**src/rtl/rtc_bcd_editor.sv**
```systemverilog
// +-----------------------------------------------------------------------------
// | rtc_bcd_editor: shadow RTC time/date registers with BCD up/down editing and
// | one bus write per edit. Optional macro WR_TIMEOUT_EN adds a write timeout.
// | Revision 1.0
// +-----------------------------------------------------------------------------
`default_nettype none

module rtc_bcd_editor #(
  parameter int TIMEOUT = 255
) (
  input  logic       CLK,
  input  logic       RST,
  input  logic [2:0] DIR,
  input  logic       Numup,
  input  logic       Numdown,
  input  logic       RD_VALID,
  input  logic [2:0] RD_ADDR,
  input  logic [7:0] RD_DATA,
  input  logic       WR_ACK,
  output logic       WR_REQ,
  output logic [2:0] WR_ADDR,
  output logic [7:0] WR_DATA,
  output logic [7:0] VALUE,
  output logic       BUSY,
  output logic       WR_DONE,
  output logic       WR_ERR
);

  typedef enum logic [0:0] {IDLE = 1'b0, WRITE = 1'b1} state_t;

  state_t     state_q, state_d;
  logic [7:0] shadow_q [8];
  logic [7:0] shadow_d [8];
  logic [2:0] wr_addr_q, wr_addr_d;
  logic [7:0] wr_data_q, wr_data_d;
  logic       wr_done_q, wr_done_d;
  logic       accept;
  logic [7:0] edit_val;

  function automatic logic [7:0] field_min(input logic [2:0] a);
    case (a)
      3'd4, 3'd5, 3'd6: field_min = 8'h01;
      default:          field_min = 8'h00;
    endcase
  endfunction

  function automatic logic [7:0] field_max(input logic [2:0] a);
    case (a)
      3'd1, 3'd2: field_max = 8'h59;
      3'd3:       field_max = 8'h23;
      3'd4:       field_max = 8'h07;
      3'd5:       field_max = 8'h31;
      3'd6:       field_max = 8'h12;
      default:    field_max = 8'h99;
    endcase
  endfunction

  // Valid BCD bytes order the same way as their decimal values, so a plain
  // byte compare is a correct range check once both nibbles are <= 9.
  function automatic logic field_ok(input logic [7:0] v, input logic [2:0] a);
    field_ok = (v[7:4] <= 4'd9) && (v[3:0] <= 4'd9) &&
               (v >= field_min(a)) && (v <= field_max(a));
  endfunction

  function automatic logic [7:0] bcd_step(input logic [7:0] v, input logic [2:0] a,
                                          input logic up);
    if (up) begin
      if (!field_ok(v, a) || v == field_max(a)) bcd_step = field_min(a);
      else if (v[3:0] == 4'd9)                  bcd_step = {v[7:4] + 4'd1, 4'd0};
      else                                      bcd_step = v + 8'd1;
    end else begin
      if (!field_ok(v, a) || v == field_min(a)) bcd_step = field_max(a);
      else if (v[3:0] == 4'd0)                  bcd_step = {v[7:4] - 4'd1, 4'd9};
      else                                      bcd_step = v - 8'd1;
    end
  endfunction

  assign accept   = (state_q == IDLE) && (DIR != 3'd0) && (Numup ^ Numdown);
  assign edit_val = bcd_step(shadow_q[DIR], DIR, Numup);

`ifdef WR_TIMEOUT_EN
  logic [7:0] cnt_q, cnt_d;
  logic       wr_err_q, wr_err_d;
  logic       limit;
  assign limit = (cnt_q == 8'(TIMEOUT - 1));
`endif

  always_comb begin
    state_d   = state_q;
    shadow_d  = shadow_q;
    wr_addr_d = wr_addr_q;
    wr_data_d = wr_data_q;
    wr_done_d = 1'b0;
`ifdef WR_TIMEOUT_EN
    cnt_d     = cnt_q;
    wr_err_d  = wr_err_q;
`endif
    // An edit on the same address takes precedence over the read.
    if (RD_VALID && RD_ADDR != 3'd0 && !(accept && RD_ADDR == DIR))
      shadow_d[RD_ADDR] = RD_DATA;
    case (state_q)
      IDLE: begin
        if (accept) begin
          shadow_d[DIR] = edit_val;
          wr_addr_d     = DIR;
          wr_data_d     = edit_val;
          state_d       = WRITE;
`ifdef WR_TIMEOUT_EN
          cnt_d         = 8'd0;
          wr_err_d      = 1'b0;
`endif
        end
      end
      default: begin
        if (WR_ACK) begin
          state_d   = IDLE;
          wr_done_d = 1'b1;
        end
`ifdef WR_TIMEOUT_EN
        else if (limit) begin
          state_d  = IDLE;
          wr_err_d = 1'b1;
        end else begin
          cnt_d = cnt_q + 8'd1;
        end
`endif
      end
    endcase
  end

  always_ff @(posedge CLK or posedge RST) begin
    if (RST) begin
      state_q   <= IDLE;
      for (int i = 0; i < 8; i++) shadow_q[i] <= (i >= 4 && i <= 6) ? 8'h01 : 8'h00;
      wr_addr_q <= 3'd0;
      wr_data_q <= 8'h00;
      wr_done_q <= 1'b0;
`ifdef WR_TIMEOUT_EN
      cnt_q     <= 8'd0;
      wr_err_q  <= 1'b0;
`endif
    end else begin
      state_q   <= state_d;
      shadow_q  <= shadow_d;
      wr_addr_q <= wr_addr_d;
      wr_data_q <= wr_data_d;
      wr_done_q <= wr_done_d;
`ifdef WR_TIMEOUT_EN
      cnt_q     <= cnt_d;
      wr_err_q  <= wr_err_d;
`endif
    end
  end

  assign WR_REQ  = (state_q == WRITE);
  assign BUSY    = (state_q == WRITE);
  assign WR_ADDR = wr_addr_q;
  assign WR_DATA = wr_data_q;
  assign WR_DONE = wr_done_q;
  assign VALUE   = (DIR == 3'd0) ? 8'h00 : shadow_q[DIR];
`ifdef WR_TIMEOUT_EN
  assign WR_ERR  = wr_err_q;
`else
  assign WR_ERR  = 1'b0;
`endif

endmodule

`default_nettype wire
```
**config.mk**
```make
export PLATFORM = sky130hd
export DESIGN_NAME = rtc_bcd_editor
export DESIGN_NICKNAME = d
export VERILOG_FILES = /design/src/rtl/rtc_bcd_editor.sv
export SDC_FILE = /design/constraint.sdc
export NUM_CORES = 1
export LEC_CHECK = 0
export CORE_MARGIN = 2
export CORE_UTILIZATION = 45
export CTS_BUF_LIST = sky130_fd_sc_hd__clkbuf_16
export DETAILED_ROUTE_END_ITERATION = 10
export GPL_ROUTABILITY_DRIVEN = 1
export PLACE_DENSITY_LB_ADDON = 0.15
export SLEW_MARGIN = 10
export SYNTH_ARGS = -nofsm -noshare
export SYNTH_HDL_FRONTEND = slang
export SYNTH_SLANG_ARGS = --single-unit
```
**constraint.sdc**
```tcl
create_clock -name CLK -period 3.7 [get_ports CLK]
set_clock_uncertainty 0.05 [all_clocks]
set_input_delay 0.74 -clock CLK [delete_from_list [all_inputs] [get_ports CLK]]
set_output_delay 0.74 -clock CLK [all_outputs]
set_load 0.02 [all_outputs]
```
### Yosys cells after proc, flatten, opt, wreduce, memory -nomap -nowiden

Cells that the tools add are included.

| operators by class | value |
|---|---|
| reduce and logical (&&, ||, !) cells | 24 |
| add/subtract/negate cells | 4 |
| $lt $le $gt $ge | 10 |
| muxes and demuxes | 29 |
| bitwise logic cells | 4 |
| eq/ne operators | 10 |

Operators with widths:

| operator | number |
|---|---|
| 64-bit two-way mux | 3 |
| 64-bit bitwise mux | 2 |
| 8-bit two-way mux | 14 |
| 8-bit demux with 3-bit select | 2 |
| 8-bit case mux with 5 select lines | 1 |
| 8-bit binary-select mux with 3-bit select | 1 |
| 8-bit equality test | 2 |
| 8-bit >= comparator | 2 |
| 8-bit less-or-equal comparator | 2 |
| 1-bit logical AND | 12 |
| 3-bit equality test, second input constant | 3 |
| 8-bit by 1-bit adder with 8-bit output, second input constant | 1 |
| 4-bit >= comparator, second input constant | 2 |
| 4-bit less-or-equal comparator, second input constant | 2 |
| 4-bit by 1-bit less-than comparator with 1-bit output, second input constant | 2 |
| 3-bit NOT with 4-bit output | 2 |
| 8-bit by 1-bit subtractor with 8-bit output, second input constant | 1 |
| 3-bit by 2-bit equality test with 1-bit output, second input constant | 2 |
| 1-bit two-way mux | 6 |
| 3-bit nonzero test | 2 |
| 4-bit by 1-bit adder with 4-bit output, second input constant | 1 |
| 4-bit equality test, second input constant | 1 |
| 4-bit zero test | 1 |
| 4-bit by 1-bit subtractor with 4-bit output, second input constant | 1 |
| other kinds (10) | 13 |

| storage, ports and cells | value |
|---|---|
| word-level logic and storage cells | 93 |
| output and inout port bits | 23 |
| flip-flop bits (word level) | 77 |
| input port bits | 20 |

### Longest topological paths before layout

| depth | value |
|---|---|
| depth after elaboration | 15 |
| gate-level depth with buffers | 17 |
| depth with buffers taken out | 14 |

### Worst setup path after synthesis

Ideal clock, no wire load.

| path | value |
|---|---|
| path kind | input-to-reg |
| start point | input DIR[0] |
| end point | register shadow_q[13] (netlist name) |
| arrival | 3.991 ns |
| required time | 3.507 ns |
| slack | -0.484 ns |
| library setup time | 0.143 ns |
| stages | 14 |
| path buffers | 1 |
| cell sequence | buf_6 > mux4_1 > mux2i_1 > inv_1 > ha_1 > nor2b_1 > o211ai_1 > a21o_1 > and2_1 > o221a_4 > nand2_4 > or3_4 > a32oi_4 > a211oi_2 |

RTL lines:

| element | line | text |
|---|---|---|
| start, declared | 13 | `input logic [2:0] DIR,` |
| end signal, assigned | 144 | `shadow_q <= shadow_d;` |
| end, declared | 32 | `logic [7:0] shadow_q [8];` |

==> impl_metrics.toml <==
[synth]
synth_area_per_cell_um2 = 9.399
yosysTopAreaCell = "dfrtp_1"
async_flop_share_pct = 100.0
synth_area_um2 = 5122
yosysSeqAreaShare_pct = 37.69
syn_inst = 545
synth_nets = 580
synthTopCellsByArea = "dfrtp_1 36%, mux2i_1 5.1%, mux2_2 4.8%, nand2_1 4.3%, a21oi_1 4.3%"
netlist.area_leader.share_pct = 36.15
synth_cell_type_count = 75
ys_ff_latch = 77
yosys_warnings = 0
synth_flop_cell = "dfrtp_1"
synth_edf_count = 0

[worst_setup_path]
r2r_start = "shadow_q[17]"
crit_chain = "buf_12 -> buf_16 -> buf_4 -> buf_4 -> mux2i_1 -> a211o_1 -> o211a_4 -> inv_2 -> ha_4 -> a21o_1 -> a21oi_2 -> and2_4 -> o221a_4 -> nand2_4 -> or3_4 -> a32oi_4 -> buf_12 -> a211oi_2"
critPathMaxStageDelay_ns = 0.39
crit_path_top_delay_cell = "or3_4"
setup.worst_path.class = "input port to flip-flop"
crit_arrival_ns = 3.89
crit_path_start_kind = "input port"
reg2reg_depth = 14
crit_fanout = 7
cp.required_ns = 3.85
r2r-end = "shadow_q[45]"
r2r_slack_ns = 0.23
endpoint_kind = "flip-flop"

[grt]
grt_overflow = 0
grt_max_degree = 47
antenna_found_initial = 0
grt_usage_pct = 27.34
grt_pass1_wl_um = 26120
grt_pass1_vias = 4799

[clock_network]
clkLatencyLatePin_ns = 0.35
numClockSinks = 77
cts_buffer_depth = 2
clk_pin_slew_worst_paths_ns = 0.06
cts-htree-levels = 3
numCtsBuffers = 9
root_buffer = "clkbuf_16"
cts_tree = "yes"

[floorplan]
die_w_um = 110.7
rows = 38
start_util_pct = 46.64
core_area_um2 = 10980
die_h_um = 110.7
io_pins = 43
dieArea_um2 = 12250

[final_layout]
drive_gt1_share_pct = 40.06
final_util_pct = 68.02
finish.net_count = 719
insertedDiodeCount = 0
syn2layout_area_growth_pct = 45.85
design_area_um2 = 7471

[placed_design]
postPlaceCellArea_um2 = 6429
hpwl_um = 11790
place_ws_ns = -0.9628
io_buffers = 41
place.gp.congestion = 0.9452

[pwr]
ir_worst_vdd_uv = 391.1
clock_power_share_pct = 19.4
p_sw_share_pct = 38.03
power.switching_w = 0.001839
p_comb_share_pct = 53.6
intPower_w = 0.002996
p_leak_nw = 3.241
powerDensity_nw_per_um2 = 647.2
p_seq_share_pct = 27.0

[outcome]
run_status = "finished with violations"
violations = "setup timing"

[route]
drt-wirelength-per-cell_um = 20.87
routed_wl_um = 17300
dr_total_vias = 4772
dr.first_iter.drc_count = 396
post-route-drc-count = 0
final_antenna_net_count = 0
first_pass_iters = 5
via_per_inst = 5.756

[sta]
finalCriticalPeriod_ns = 3.744
setup_viol = 8
slew_viol_final = 0
period_share_pct = 101.2
fmax_mhz = 267.1
rsz0062_at_grt = "yes"
worst_slack_ns = -0.04387
setup_tns_ns = -0.1378
worst_pin_slew_ns = 1.228
max-slew-margin-rel_pct = 17.81
final-hold-violation-count = 0

[hold_path]
hold_path_class = "flip-flop to flip-flop"
whs_endpoint = "shadow_q[56]"
worstHoldStart = "shadow_q[56]"
whs_path_depth = 0

[run]
maxCapViolations = 0
-- critical path: cells and delay by family --
| family | cells | cell delay (ns) |
|---|---|---|
| AOI/OAI and AO/OA | 7 | 1.42 |
| buffers and inverters | 6 | 0.76 |
| and+or+nand+nor | 3 | 0.63 |
| adders and majority gates | 1 | 0.20 |
| muxes | 1 | 0.13 |
-- registers in the layout, summed over array words and instances, names as in the netlist --
signal,flops
shadow_q,64
WR_DATA,8
WR_ADDR,3
BUSY,1
WR_DONE,1
-- cell usage in the layout (no fill, tap or decap), drive strengths merged, types with 5 or more instances in the layout --
cell type      Yosys  final
buf               18    129
nor2b             21     21
nor3b              5      5
dfrtp             74     74
mux2i             28     28
o21ai             38     38
clkbuf            23      9
xnor2              8      8
clkdlybuf4s50      0     36
nand2             60     60
nor2              53     53
clkinv             1      5
a211oi            22     22
mux4               7      7
ha                15     15
a21oi             50     50
mux2              25     25
inv               14     15
nor3               9      9
-- cells in the mapped netlist, types with 5 or more instances --
library cell  number
clkbuf_1          22
mux2i_1           26
mux2_2            22
o21ai_0           31
nor2_1            52
nor2b_1           21
a211oi_1          19
xnor2_1            8
dfrtp_1           74
inv_1             12
nand2_1           59
ha_1              15
buf_2             11
nor3b_1            5
a21oi_2            6
nor3_1             8
a21oi_1           44
-- cell type report --
type | count | area [um^2]
fillers | 846 | 3512
multi-input cells | 412 | 3362
flip-flops and latches | 77 | 1931
repair buffers | 169 | 1634
clock buffers | 9 | 225.2
well taps | 140 | 175.2
clock inverters | 7 | 82.58
inverters | 15 | 61.31
-- worst max-delay path by stage --
stage / from / end / slack, ns / cells after the start
finish: DIR[1] / shadow_q[45] / -0.04 / 18
global route: DIR[1] / shadow_q[45] / -0.11 / 17
CTS: DIR[1] / shadow_q[45] / -0.05 / 17
detailed placement: DIR[0] / shadow_q[45] / -0.96 / 17
global placement: DIR[0] / shadow_q[45] / -0.86 / 17
floorplan: DIR[1] / shadow_q[45] / -0.19 / 15
-- stage by stage --
| step | power [W] | hold slack, ns | std cells |
|---|---|---|---|
| finish | 0.004835 | 0.3257 | 829 |
| CTS | 0.004458 | 0.3301 | 819 |
| floorplan | 0.002558 | 0.3746 | 545 |
| detailed placement | 0.003402 | 0.3145 | 789 |
| global route | 0.005068 | 0.3389 | 829 |
| global placement | 0.003353 | 0.3109 | 789 |
-- cells by family (layout without fill, tap and decap cells) --
group	after synthesis	in the layout	synth area share, %
AO/OA/AOI/OAI	144	144	19.59
XOR/XNOR	11	11	1.881
adder cells (fa/ha/maj)	15	15	3.664
buffers and inverters	56	200	5.105
flip-flops	77	77	37.69
multiplexers	60	60	14.66
other	1	1	0.07321
AND/OR/NAND/NOR	181	181	17.34
-- per-layer routing --
layer  global-route usage [%]  share of wire (%)  vias up
met5                        0                  0        -
met4                    12.67                4.7        0
met3                    3.171                4.3       54
met2                    46.50                 50      144
met1                    34.91                 41     2356
li1                         -                  -     2218
-- power groups by stage --
| stage | sequential [W] | clock (W) | combinational (W) |
|---|---|---|---|
| 2_1_floorplan | 0.00132 | 0 | 0.00124 |
| 4_1_cts | 0.00129 | 0.000939 | 0.00223 |
| 5_1_grt | 0.00133 | 0.000975 | 0.00276 |
| 6_report | 0.00131 | 0.000938 | 0.00259 |
| 3_3_place_gp | 0.00129 | 0 | 0.00206 |
| 3_5_place_dp | 0.00130 | 0 | 0.00210 |
-- repair_timing --
action / 4_1_cts / 5_1_grt
cloned: 3 / 0
hold buffers: 0 / 0
buffers inserted: 11 / 12
pin swaps: 18 / 27
setup endpoints to repair: 72 / 64
resized for setup: 34 / 70
Note: power is estimated with default switching activity, not from simulation.
